===== src/rtl/csc_pkg.sv =====
// Shared encodings and coefficient sets for the RGB->YCbCr converter.
// Coefficients are signed, scaled by 2^CSC_FRAC.
package csc_pkg;
  typedef enum logic [1:0] {
    CSC_MODE_601 = 2'd0,
    CSC_MODE_709 = 2'd1,
    CSC_MODE_BYP = 2'd2,
    CSC_MODE_RSV = 2'd3
  } csc_mode_e;

  localparam int CSC_FRAC = 8;
  localparam int CSC_RND  = 128;
  localparam int COEF_W   = 10;

  typedef logic signed [COEF_W-1:0] coef_t;
  typedef struct packed { coef_t r; coef_t g; coef_t b; } coef3_t;

  localparam coef3_t C601_Y  = '{r:  10'sd77,  g:  10'sd150, b:  10'sd29};
  localparam coef3_t C601_CB = '{r: -10'sd43,  g: -10'sd85,  b:  10'sd128};
  localparam coef3_t C601_CR = '{r:  10'sd128, g: -10'sd107, b: -10'sd21};
  localparam coef3_t C709_Y  = '{r:  10'sd54,  g:  10'sd184, b:  10'sd18};
  localparam coef3_t C709_CB = '{r: -10'sd29,  g: -10'sd99,  b:  10'sd128};
  localparam coef3_t C709_CR = '{r:  10'sd128, g: -10'sd116, b: -10'sd12};
  // Bypass is a unit-gain selection so it shares the datapath exactly.
  localparam coef3_t CBYP_Y  = '{r:  10'sd0,   g:  10'sd256, b:  10'sd0};
  localparam coef3_t CBYP_CB = '{r:  10'sd0,   g:  10'sd0,   b:  10'sd256};
  localparam coef3_t CBYP_CR = '{r:  10'sd256, g:  10'sd0,   b:  10'sd0};
endpackage


===== src/rtl/csc_dot3.sv =====
// One output channel: 3 signed products -> sum + offset -> shift and clamp.
// i_offset is consumed in the second stage, so it must align with stage-1 data.
module csc_dot3 import csc_pkg::*; #(
  parameter int DATA_W = 8
) (
  input  logic                     sys_clk,
  input  logic                     sys_rst,
  input  logic [2:0][DATA_W-1:0]   i_px,
  input  coef3_t                   i_coef,
  input  logic signed [DATA_W+10:0] i_offset,
  output logic [DATA_W-1:0]        o_res
);
  localparam int PW = DATA_W + 9;
  localparam int AW = DATA_W + 11;
  localparam logic signed [AW-1:0] MAXV = AW'((1 << DATA_W) - 1);

  coef_t                 w_c [3];
  logic signed [PW-1:0]  r_prod [3];
  logic signed [AW-1:0]  r_acc;
  logic signed [AW-1:0]  w_sh;
  logic [DATA_W-1:0]     r_res;

  assign w_c[0] = i_coef.r;
  assign w_c[1] = i_coef.g;
  assign w_c[2] = i_coef.b;
  assign w_sh   = r_acc >>> CSC_FRAC;
  assign o_res  = r_res;

  always_ff @(posedge sys_clk or negedge sys_rst) begin
    if (!sys_rst) begin
      for (int k = 0; k < 3; k++) r_prod[k] <= '0;
      r_acc <= '0;
      r_res <= '0;
    end else begin
      for (int k = 0; k < 3; k++)
        r_prod[k] <= PW'($signed({1'b0, i_px[k]})) * PW'(w_c[k]);
      r_acc <= AW'(r_prod[0]) + AW'(r_prod[1]) + AW'(r_prod[2]) + i_offset;
      if (w_sh < 0)         r_res <= '0;
      else if (w_sh > MAXV) r_res <= '1;
      else                  r_res <= w_sh[DATA_W-1:0];
    end
  end
endmodule


===== src/rtl/csc_rgb2ycbcr.sv =====
// Frame-synchronous RGB->YCbCr converter, fixed 3-cycle latency.
// Define CSC_BT709_EN to build the BT.709 matrix; otherwise mode 1 falls back to BT.601.
module csc_rgb2ycbcr import csc_pkg::*; #(
  parameter int DATA_W = 8
) (
  input  logic              sys_clk,
  input  logic              sys_rst,
  input  logic              per_img_vsync,
  input  logic              per_img_href,
  input  logic [DATA_W-1:0] per_img_red,
  input  logic [DATA_W-1:0] per_img_green,
  input  logic [DATA_W-1:0] per_img_blue,
  input  logic [1:0]        csc_mode,
  output logic              post_img_vsync,
  output logic              post_img_href,
  output logic [DATA_W-1:0] post_img_Y,
  output logic [DATA_W-1:0] post_img_Cb,
  output logic [DATA_W-1:0] post_img_Cr,
  output logic [1:0]        csc_mode_active
);
  localparam int STAGES = 3;
  localparam int AW     = DATA_W + 11;
  localparam logic signed [AW-1:0] OFF_L = AW'(CSC_RND);
  localparam logic signed [AW-1:0] OFF_C = AW'(CSC_RND + (1 << (DATA_W - 1 + CSC_FRAC)));

  function automatic logic [1:0] mode_sanitize(input logic [1:0] m);
    case (m)
      CSC_MODE_BYP: return CSC_MODE_BYP;
`ifdef CSC_BT709_EN
      CSC_MODE_709: return CSC_MODE_709;
`endif
      default:      return CSC_MODE_601;
    endcase
  endfunction

  logic                     r_vs_d;
  logic [1:0]               r_mode, r_tag, w_mode;
  logic                     w_vs_rise;
  logic [STAGES-1:0]        r_href_sr, r_vs_sr;
  logic [2:0][DATA_W-1:0]   w_px;
  coef3_t                   w_coef [3];
  logic signed [AW-1:0]     w_off  [3];
  logic [DATA_W-1:0]        w_res  [3];

  // A pixel arriving with the frame-start edge already uses the new mode.
  assign w_vs_rise = per_img_vsync & ~r_vs_d;
  assign w_mode    = w_vs_rise ? mode_sanitize(csc_mode) : r_mode;
  assign w_px      = {per_img_blue, per_img_green, per_img_red};

  always_ff @(posedge sys_clk or negedge sys_rst) begin
    if (!sys_rst) begin
      r_vs_d    <= 1'b0;
      r_mode    <= CSC_MODE_601;
      r_tag     <= CSC_MODE_601;
      r_href_sr <= '0;
      r_vs_sr   <= '0;
    end else begin
      r_vs_d    <= per_img_vsync;
      if (w_vs_rise) r_mode <= mode_sanitize(csc_mode);
      r_tag     <= w_mode;
      r_href_sr <= {r_href_sr[STAGES-2:0], per_img_href};
      r_vs_sr   <= {r_vs_sr[STAGES-2:0], per_img_vsync};
    end
  end

  always_comb begin
    w_coef[0] = C601_Y;
    w_coef[1] = C601_CB;
    w_coef[2] = C601_CR;
    case (w_mode)
      CSC_MODE_BYP: begin
        w_coef[0] = CBYP_Y;
        w_coef[1] = CBYP_CB;
        w_coef[2] = CBYP_CR;
      end
`ifdef CSC_BT709_EN
      CSC_MODE_709: begin
        w_coef[0] = C709_Y;
        w_coef[1] = C709_CB;
        w_coef[2] = C709_CR;
      end
`endif
      default: ;
    endcase
  end

  // Chroma offset follows the stage-1 tag so in-flight pixels keep their mode.
  assign w_off[0] = OFF_L;
  assign w_off[1] = (r_tag == CSC_MODE_BYP) ? OFF_L : OFF_C;
  assign w_off[2] = (r_tag == CSC_MODE_BYP) ? OFF_L : OFF_C;

  for (genvar k = 0; k < 3; k++) begin : g_ch
    csc_dot3 #(.DATA_W(DATA_W)) u_dot3 (
      .sys_clk  (sys_clk),
      .sys_rst  (sys_rst),
      .i_px     (w_px),
      .i_coef   (w_coef[k]),
      .i_offset (w_off[k]),
      .o_res    (w_res[k])
    );
  end

  assign post_img_href   = r_href_sr[STAGES-1];
  assign post_img_vsync  = r_vs_sr[STAGES-1];
  assign post_img_Y      = post_img_href ? w_res[0] : '0;
  assign post_img_Cb     = post_img_href ? w_res[1] : '0;
  assign post_img_Cr     = post_img_href ? w_res[2] : '0;
  assign csc_mode_active = r_mode;
endmodule


===== config.mk =====
export PLATFORM = sky130hd
export DESIGN_NAME = csc_rgb2ycbcr
export DESIGN_NICKNAME = d
export VERILOG_FILES = /design/src/rtl/csc_pkg.sv /design/src/rtl/csc_dot3.sv /design/src/rtl/csc_rgb2ycbcr.sv
export SDC_FILE = /design/constraint.sdc
export NUM_CORES = 1
export LEC_CHECK = 0
export ABC_AREA = 1
export CORE_UTILIZATION = 30
export CTS_CLUSTER_SIZE = 40
export DETAILED_ROUTE_END_ITERATION = 10
export DONT_BUFFER_PORTS = 1
export PLACE_DENSITY = 0.44
export SYNTH_ARGS = -nofsm -noshare
export SYNTH_HDL_FRONTEND = slang
export SYNTH_SLANG_ARGS = --single-unit

===== constraint.sdc =====
create_clock -name sys_clk -period 4.2 [get_ports sys_clk]
set_input_delay 0.84 -clock sys_clk [delete_from_list [all_inputs] [get_ports sys_clk]]
set_output_delay 0.84 -clock sys_clk [all_outputs]
set_load 0.01 [all_outputs]

==> flow_metrics.tcl, run 1 <==
set metrics [dict create \
    grt_start_max_net_pins 188 \
    synthCells 2193 \
    ant_nets 0 \
    dr.pass1.iters 5 \
    drv_slew 0 \
    drive_gt1_share_pct 28.3 \
    setup_viol 25 \
    antenna_found_initial 0 \
    place_congestion 0.867 \
    ys_ff_latch 187 \
    met3WireLength_um 1720 \
    cap_violations 0 \
    nNetsFinal 3079 \
    maxSlewHeadroom_pct 31.9 \
    dr.first_iter.drc_count 463 \
    cp.arrival_ns 4.84 \
    yosysSeqAreaShare_pct 24.5 \
    cts_tree "yes" \
    worst_slack_ns -0.262 \
    via_per_inst 4.33 \
    fin_crit_ns 4.46 \
    yosys-top-cells-count "inv_1, nand2_1, ha_1" \
    h-tree-depth 4 \
    cts_num_sinks 187 \
    io_buffers 0 \
    cts_max_path_buffers 2 \
    min_path_type "input pin to async pin" \
    critical_path_required_ns 4.58 \
    die-area_mm2 0.0646 \
    dieHeight_um 254 \
    dieWidth_um 254 \
    rows 92 \
    routedWlPerCell_um 15.3 \
    r2r_start "r_vs_sr[0]" \
    clk_pin_slew_worst_paths_ns 0.07 \
    core_mm2 0.0630 \
    cts_root_buf "clkbuf_16" \
    worst_setup_path_end_kind "flip-flop" \
    hold-worst-slack_ns 0.0586 \
    status "finished with violations" \
    area_delta_synth_final_pct 34.3 \
    routed_wl_um 52000 \
    period_share_pct 106 \
    grt_pass1_wl_um 83200 \
    async_reset_ff_share_pct 100 \
    drt-met1-wl_um 25200 \
    overflow 0 \
    rsz0062_at_grt "yes" \
    yosysUniqueCellTypes 39 \
    numCtsBuffers 17 \
    top_layer "met4" \
    ios 58 \
    synth_warnings 0 \
    yosysTopAreaCellShare_pct 24.5 \
    r2r_setup_slack_ns -0.26 \
    clock_skew_ns 0.0168 \
    tightest_slew_ns 1.02 \
    post-dp-hpwl_um 43800 \
    track_usage_pct 17.0 \
    clkLatencyLatePin_ns 0.49 \
    vias 14719 \
    met2WireLength_um 24400 \
    synth_edf_count 0 \
    yosysTopAreaCell "dfrtp_1" \
    reg2reg_to "g_ch[2].u_dot3.r_prod[12]" \
    crit_fanout 7 \
    start_kind "flip-flop" \
    syn_avg_cell_area_um2 8.70 \
    synth_area_leaders "dfrtp_1, ha_1, fa_1" \
    grt_pass1_vias 15382 \
    synth_area_mm2 0.0191 \
    yosys_most_used_dff "dfrtp_1" \
    violations "setup timing" \
    path_class "flip-flop to flip-flop" \
    num-fill-cells 6345 \
    synth_most_common_cell "inv_1" \
    initial_utilization_pct 30.3 \
    drc 0 \
    hold_viol 0 \
    holdBufCountCts 0 \
    fmax_mhz 224 \
    reg2regPathDepth 19 \
]
sequential cells by signal, summed over array words and instances (netlist names):
name	flops
g_ch.u_dot3.o_res	24
g_ch.u_dot3.r_acc	33
g_ch.u_dot3.r_prod	122
r_href_sr	3
r_tag	2
r_vs_sr	3
worst max-delay path by stage:
| stage | slack [ns] | start | endpoint | cells past startpoint |
|---|---|---|---|---|
| 2_1_floorplan | -0.58 | per_img_vsync | g_ch[2].u_dot3.r_prod[16] | 20 |
| 3_5_place_dp | -0.78 | csc_mode[0] | g_ch[2].u_dot3.r_prod[14] | 22 |
| 6_report | -0.26 | r_vs_sr[0] | g_ch[2].u_dot3.r_prod[12] | 19 |
| 4_1_cts | -0.25 | r_vs_sr[0] | g_ch[2].u_dot3.r_prod[14] | 20 |
| 3_3_place_gp | -0.76 | csc_mode[0] | g_ch[2].u_dot3.r_prod[12] | 21 |
| 5_1_grt | -0.38 | r_vs_sr[0] | g_ch[1].u_dot3.r_prod[33] | 23 |
layer usage:
| layer | vias up | track usage [%] |
|---|---|---|
| met5 | - | 0 |
| met4 | 0 | 3.82 |
| met3 | 32 | 3.50 |
| met2 | 112 | 27.6 |
| met1 | 7094 | 23.0 |
| li1 | 7481 | - |
stage by stage:
step	cells	util (%)	cell area [um^2]	setup TNS, ns	setup WS (ns)
2_1_floorplan	2208	-	19700	-8.29	-0.577
3_3_place_gp	3329	36.3	22900	-30.30	-0.758
3_5_place_dp	3329	36.3	22900	-31.17	-0.778
4_1_cts	3383	38.8	24400	-3.14	-0.254
5_1_grt	3397	40.7	25600	-7.95	-0.385
6_report	3398	40.7	25600	-2.55	-0.262
layout make-up:
type	count	area (um^2)	area share, %
repair buffers	320	2580	10.1
clock buffers	18	439	1.71
flip-flops and latches	187	4680	18.3
inverters	543	2110	8.22
diodes	1	2.50	0.00977
clock inverters	14	156	0.610
well taps	846	1060	4.13
multi-input cells	1469	14600	57.0
kinds of logic (layout without fill, tap and decap cells):
| logic type | after synthesis | after routing | synth area share [%] |
|---|---|---|---|
| other | 1 | 17 | 0.0197 |
| and+or+nand+nor | 607 | 607 | 13.1 |
| AOI/OAI and AO/OA | 224 | 224 | 6.51 |
| DFF | 187 | 187 | 24.5 |
| buffers and inverters | 552 | 895 | 10.9 |
| adders and majority gates | 511 | 511 | 39.8 |
| xor gates and xnor gates | 111 | 111 | 5.14 |
what timing repair did:
item	CTS	global route
buffers inserted	21	15
gates cloned	1	0
resized for setup	156	212
pin swaps	84	94
setup endpoints to repair	51	58
critical path: stages, from the launching register on:
cell	delay [ns]
dfrtp_1	0.41
inv_1	0.08
nand2_2	0.07
nand2_2	0.10
nand3_4	0.08
buf_12	0.15
buf_12	0.16
nand2_4	0.08
inv_6	0.04
fa_2	0.64
fa_1	0.44
fa_1	0.50
inv_2	0.04
fa_1	0.54
inv_2	0.05
ha_4	0.32
nand2_4	0.07
o21bai_1	0.17
a31oi_1	0.09
xnor2_2	0.28
layout by cell type (no fill, tap or decap), types with 28 or more instances in the layout:
cell and count:
xor2_1 51, nand3_1 60, buf_6 28, fa_1 144, ha_1 270, a21oi_2 40, dfrtp_1 187, nand2_2 42
inv_2 45, xnor2_1 31, inv_1 479, nor2_1 85, nand2_1 325, buf_4 286, a21oi_1 85, ha_4 79
Power of run 1 is left out: the tool's default activity adds up to more than one toggle a clock period on the data nets, which glitch-free logic cannot reach.
==> run 2: changes to the inputs <==
--- a/config.mk
+++ b/config.mk
@@ -6,11 +6,11 @@
 export NUM_CORES = 1
 export LEC_CHECK = 0
 export ABC_AREA = 1
+export BUFFER_PORTS_ARGS = -buffer_cell sky130_fd_sc_hd__clkbuf_2
 export CORE_UTILIZATION = 30
 export CTS_CLUSTER_SIZE = 40
 export DETAILED_ROUTE_END_ITERATION = 10
-export DONT_BUFFER_PORTS = 1
-export PLACE_DENSITY = 0.44
+export PLACE_DENSITY = 0.45
 export SYNTH_ARGS = -nofsm -noshare
 export SYNTH_HDL_FRONTEND = slang
 export SYNTH_SLANG_ARGS = --single-unit
==> run 2 against run 1 <==
The run still ends with setup timing left. Worst hold slack better by 0.29 ns. First-iteration DRC count up 14%. Clock-buffer cell count down 1. Routed wire length down 0.99%. Non-clock buffer count up 90. Die area unchanged. Core utilization is 1.0 points higher. Clock skew about the same. Largest cell class unchanged.
==> flow_metrics.tcl, run 2 (synthesized netlist as in run 1, its figures left out) <==
set metrics [dict create \
    status "finished with violations" \
    violations "setup timing" \
    cts_num_sinks 187 \
    vias 14992 \
    h-tree-depth 4 \
    overflow 0 \
    holdPathStages 0 \
    initial_utilization_pct 30.3 \
    reg2regPathDepth 20 \
    via_per_inst 4.30 \
    timing.critical_path.mode_cell "fa_1" \
    fmax_mhz 225 \
    dr.pass1.iters 6 \
    min_path_type "flip-flop to flip-flop" \
    fin_crit_ns 4.44 \
    crit_fanout 8 \
    post-dp-hpwl_um 43900 \
    cts_root_buf "clkbuf_16" \
    critical_path_required_ns 4.56 \
    dieHeight_um 254 \
    grt_pass1_vias 15804 \
    worst_setup_path_end_kind "flip-flop" \
    clkLatencyLatePin_ns 0.48 \
    routedWlPerCell_um 14.8 \
    path_class "input pin to flip-flop" \
    drive_gt1_share_pct 31.0 \
    clk_pin_slew_worst_paths_ns 0.08 \
    reg2reg_to "g_ch[2].u_dot3.r_prod[13]" \
    whs_endpoint "r_vs_sr[2]" \
    rows 92 \
    crit_family "adder cells" \
    max_stage_delay_ns 0.65 \
    numCtsBuffers 17 \
    tightest_slew_ns 1.01 \
    nNetsFinal 3169 \
    setup_viol 29 \
    cp.arrival_ns 4.81 \
    crit_buf_inv 8 \
    core_mm2 0.0630 \
    dieWidth_um 254 \
    path_cells "clkbuf_16, inv_12, nor2_4, nand2_2, nand3_4, buf_12, buf_12, nand2_8, inv_6, fa_2, buf_6, fa_1, fa_1, inv_2, fa_1, inv_2, ha_4, a21oi_4, o21a_1, nand3_2, xor2_1" \
    drc 0 \
    ant_nets 0 \
    io_buffers 57 \
    cts_max_path_buffers 2 \
    hold_viol 0 \
    rsz0062_at_grt "yes" \
    layout_common_cells "inv_1, buf_4, nand2_1, ha_1, dfrtp_1" \
    maxSlewHeadroom_pct 32.6 \
    start_kind "input pin" \
    dr.first_iter.drc_count 526 \
    ios 58 \
    routed_wl_um 51500 \
    final.setup.tns_ns -3.20 \
    antenna_found_initial 1 \
    clock_skew_ns 0.0166 \
    cts_tree "yes" \
    period_share_pct 106 \
    r2r_start "r_vs_sr[0]" \
    worst_slack_ns -0.245 \
    place_congestion 0.851 \
    cp_slowest_cell "fa_2" \
    antennaDiodeCount 0 \
    cap_violations 0 \
    largest_register_ffs 122 \
    area_delta_synth_final_pct 37.7 \
    mostFrequentLayoutCell "inv_1" \
    grt_start_max_net_pins 81 \
    r2r_setup_slack_ns -0.22 \
    track_usage_pct 16.8 \
    hold_path_startpoint "r_vs_sr[1]" \
    largest_register "g_ch.u_dot3.r_prod" \
    grt_pass1_wl_um 83400 \
    die-area_mm2 0.0646 \
    drv_slew 0 \
]
-- run 2: how the worst max path moves through the flow --
stage	from	to	slack [ns]	depth (start not counted)
3_3_place_gp	per_img_vsync	g_ch[0].u_dot3.r_prod[31]	-0.91	23
3_5_place_dp	per_img_vsync	g_ch[2].u_dot3.r_prod[32]	-0.94	22
2_1_floorplan	per_img_vsync	g_ch[2].u_dot3.r_prod[16]	-0.58	20
6_report	per_img_vsync	g_ch[2].u_dot3.r_prod[13]	-0.24	21
5_1_grt	r_vs_sr[0]	g_ch[1].u_dot3.r_prod[33]	-0.39	22
4_1_cts	r_vs_sr[0]	g_ch[2].u_dot3.r_prod[16]	-0.28	21
-- run 2: layout make-up --
cell class	instances	area [um^2]
clock buffer	17	425
clock inverter	15	220
fill	6234	36700
inverter	543	2100
multi-input combinational	1469	14600
sequential	187	4680
tap	846	1060
timing repair buffer	410	3140
-- run 2: stage by stage --
stage / instances / area, um^2 / hold slack [ns] / util, % / worst slack [ns]
6_report: 3487 / 26300 / 0.353 / 41.7 / -0.245
5_1_grt: 3487 / 26300 / 0.360 / 41.7 / -0.393
4_1_cts: 3466 / 25100 / 0.354 / 39.8 / -0.284
3_5_place_dp: 3411 / 23400 / 0.335 / 37.1 / -0.941
3_3_place_gp: 3411 / 23400 / 0.333 / 37.1 / -0.911
2_1_floorplan: 2208 / 19700 / 0.331 / - / -0.577
-- run 2: routing by layer --
layer / wire, um / GRT usage [%] / share of wire, %
met5: 13 / 0 / 0.025
met4: 1270 / 5.22 / 2.5
met3: 877 / 1.97 / 1.7
met2: 24100 / 27.4 / 47
met1: 25200 / 23.2 / 49
-- run 2: timing repair --
action,in CTS,in global routing
gates cloned,1,0
setup endpoints to repair,56,58
gates resized for setup,165,212
buffers inserted,25,25
pin swaps,91,144
hold buffers,0,0
-- run 2: worst register-to-register path: stages (launching register included) --
cell	delay, ns
dfrtp_1	0.42
inv_1	0.08
nand2_2	0.06
nand2_2	0.10
nand3_4	0.12
buf_12	0.18
buf_12	0.16
nand2_8	0.07
inv_6	0.04
fa_2	0.65
buf_6	0.13
fa_1	0.41
fa_1	0.51
inv_2	0.04
fa_1	0.50
inv_2	0.05
ha_4	0.25
a21oi_4	0.17
o21a_1	0.16
nand3_2	0.08
xor2_1	0.16
Power of run 2 is left out for the same reason.
==> run 3: changes to the inputs <==
--- a/config.mk
+++ b/config.mk
@@ -11,6 +11,7 @@
 export CTS_CLUSTER_SIZE = 40
 export DETAILED_ROUTE_END_ITERATION = 10
 export PLACE_DENSITY = 0.45
+export SETUP_SLACK_MARGIN = 0.2
 export SYNTH_ARGS = -nofsm -noshare
 export SYNTH_HDL_FRONTEND = slang
 export SYNTH_SLANG_ARGS = --single-unit
==> run 3 against run 2 <==
The run still ends with setup timing left. First-iteration DRC count rose by 1.1%. Clock skew decreased by 0.0050 ns. Worst hold slack gained 0.0014 ns. Cell area grew 0.92%. Die area is the same. Sequential cell count did not move. Critical path depth up 1. Non-clock buffer count stayed put.
==> flow_metrics.tcl, run 3 (synthesized netlist as in run 1, its figures left out) <==
set metrics [dict create \
    antenna_found_initial 0 \
    r2r_setup_slack_ns -0.16 \
    via_per_inst 4.33 \
    fin_util_pct 42.1 \
    core_mm2 0.0630 \
    dieHeight_um 254 \
    fin_crit_ns 4.39 \
    hold_path_startpoint "r_vs_sr[1]" \
    numCtsBuffers 17 \
    fmax_mhz 228 \
    status "finished with violations" \
    h-tree-depth 4 \
    cts_max_path_buffers 2 \
    r2r_start "r_vs_sr[0]" \
    reg2reg_to "g_ch[2].u_dot3.r_prod[10]" \
    dr.pass1.iters 5 \
    mostFrequentLayoutCell "inv_1" \
    tightest_slew_ns 0.948 \
    reg2regPathDepth 21 \
    rsz0062_at_grt "yes" \
    post-dp-hpwl_um 44900 \
    largest_register_ffs 122 \
    clock_skew_ns 0.0116 \
    drv_slew 0 \
    initial_utilization_pct 30.3 \
    die-area_mm2 0.0646 \
    place_congestion 0.860 \
    setup_viol 36 \
    cts_root_buf "clkbuf_16" \
    crit_fanout 6 \
    nNetsFinal 3169 \
    holdPathStages 0 \
    largest_register "g_ch.u_dot3.r_prod" \
    ant_nets 0 \
    grt_pass1_vias 16025 \
    critical_path_required_ns 4.60 \
    routedWlPerCell_um 15.2 \
    dieWidth_um 254 \
    violations "setup timing" \
    routed_wl_um 53100 \
    clk_pin_slew_worst_paths_ns 0.07 \
    area_delta_synth_final_pct 39.0 \
    track_usage_pct 17.5 \
    min_path_type "flip-flop to flip-flop" \
    start_kind "input pin" \
    final.setup.tns_ns -3.07 \
    cts_tree "yes" \
    hold_viol 0 \
    grt_pass1_wl_um 85800 \
    worst_setup_path_end_kind "flip-flop" \
    antennaDiodeCount 0 \
    path_class "input pin to flip-flop" \
    worst_slack_ns -0.190 \
    clkLatencyLatePin_ns 0.48 \
    drc 0 \
    layout_common_cells "inv_1, nand2_1, buf_4, ha_1, dfrtp_1" \
    dr.first_iter.drc_count 532 \
    drive_gt1_share_pct 31.7 \
    grt_start_max_net_pins 70 \
    cap_violations 0 \
    vias 15082 \
    ios 58 \
    maxSlewHeadroom_pct 36.8 \
    io_buffers 57 \
    holdBufCountCts 0 \
    cts_num_sinks 187 \
    rows 92 \
    overflow 0 \
    period_share_pct 105 \
    whs_endpoint "r_vs_sr[2]" \
    hold-worst-slack_ns 0.355 \
    cp.arrival_ns 4.79 \
]
-- run 3: changes by cell type in the layout (fill, tap and decap cells not counted), moves of 4 or more --
cell,before,now
xnor2_1,36,31
buf_4,321,311
ha_1,267,262
inv_6,3,7
buf_6,26,33
inv_1,475,470
nor2_4,11,7
ha_4,81,88
xnor2_2,7,13
-- run 3: area by class of cell --
cell class | count | area [um^2]
clock buffer | 19 | 453
multi-input combinational | 1469 | 14800
inverter | 543 | 2120
timing repair buffer | 410 | 3210
tap | 846 | 1060
clock inverter | 13 | 150
fill | 6273 | 36500
sequential | 187 | 4680
-- run 3: worst max-delay path: stages --
cell and delay (ns):
clkbuf_2 0.12, inv_8 0.05, nand2_2 0.05, nand2_2 0.10, nand3_4 0.09, buf_12 0.15
buf_12 0.15, nand2_4 0.08, inv_4 0.04, buf_6 0.11, fa_1 0.49, fa_1 0.51
inv_1 0.06, fa_1 0.46, fa_1 0.53, inv_2 0.05, ha_4 0.25, a21oi_4 0.19
o21ai_2 0.09, buf_4 0.13, a21oi_2 0.11, xnor2_1 0.13
-- run 3: worst max path at each step --
stage                                     end  cells after the start          start  slack, ns
floorplan           g_ch[2].u_dot3.r_prod[16]                     20  per_img_vsync      -0.57
global placement    g_ch[2].u_dot3.r_prod[32]                     21  per_img_vsync      -0.95
detailed placement  g_ch[2].u_dot3.r_prod[32]                     22  per_img_vsync       -1.0
CTS                 g_ch[2].u_dot3.r_prod[10]                     21     r_vs_sr[0]      -0.20
global route        g_ch[2].u_dot3.r_prod[16]                     21     r_vs_sr[0]      -0.34
finish              g_ch[2].u_dot3.r_prod[10]                     22    csc_mode[0]      -0.19
-- run 3: layer usage --
layer | track usage [%] | wire length (um) | vias to the layer above
met5 | 0 | 0 | -
met4 | 3.87 | 710 | 0
met3 | 2.37 | 1040 | 34
met2 | 28.8 | 25000 | 121
met1 | 24.2 | 26300 | 7273
li1 | - | - | 7654
-- run 3: stage by stage --
step | area (um^2) | std cells | setup WS (ns)
detailed placement | 23500 | 3404 | -0.997
global placement | 23500 | 3404 | -0.948
finish | 26500 | 3487 | -0.190
CTS | 26000 | 3477 | -0.196
global route | 26500 | 3487 | -0.343
floorplan | 19900 | 2208 | -0.575
-- run 3: timing repair --
item                       in CTS  in global routing
cloned                          1                  0
setup endpoints to repair      66                 67
gates resized for setup       311                 82
hold endpoints to repair        0                  0
buffers inserted               40                 10
pin swaps                     197                 78
Power of run 3 is left out for the same reason.
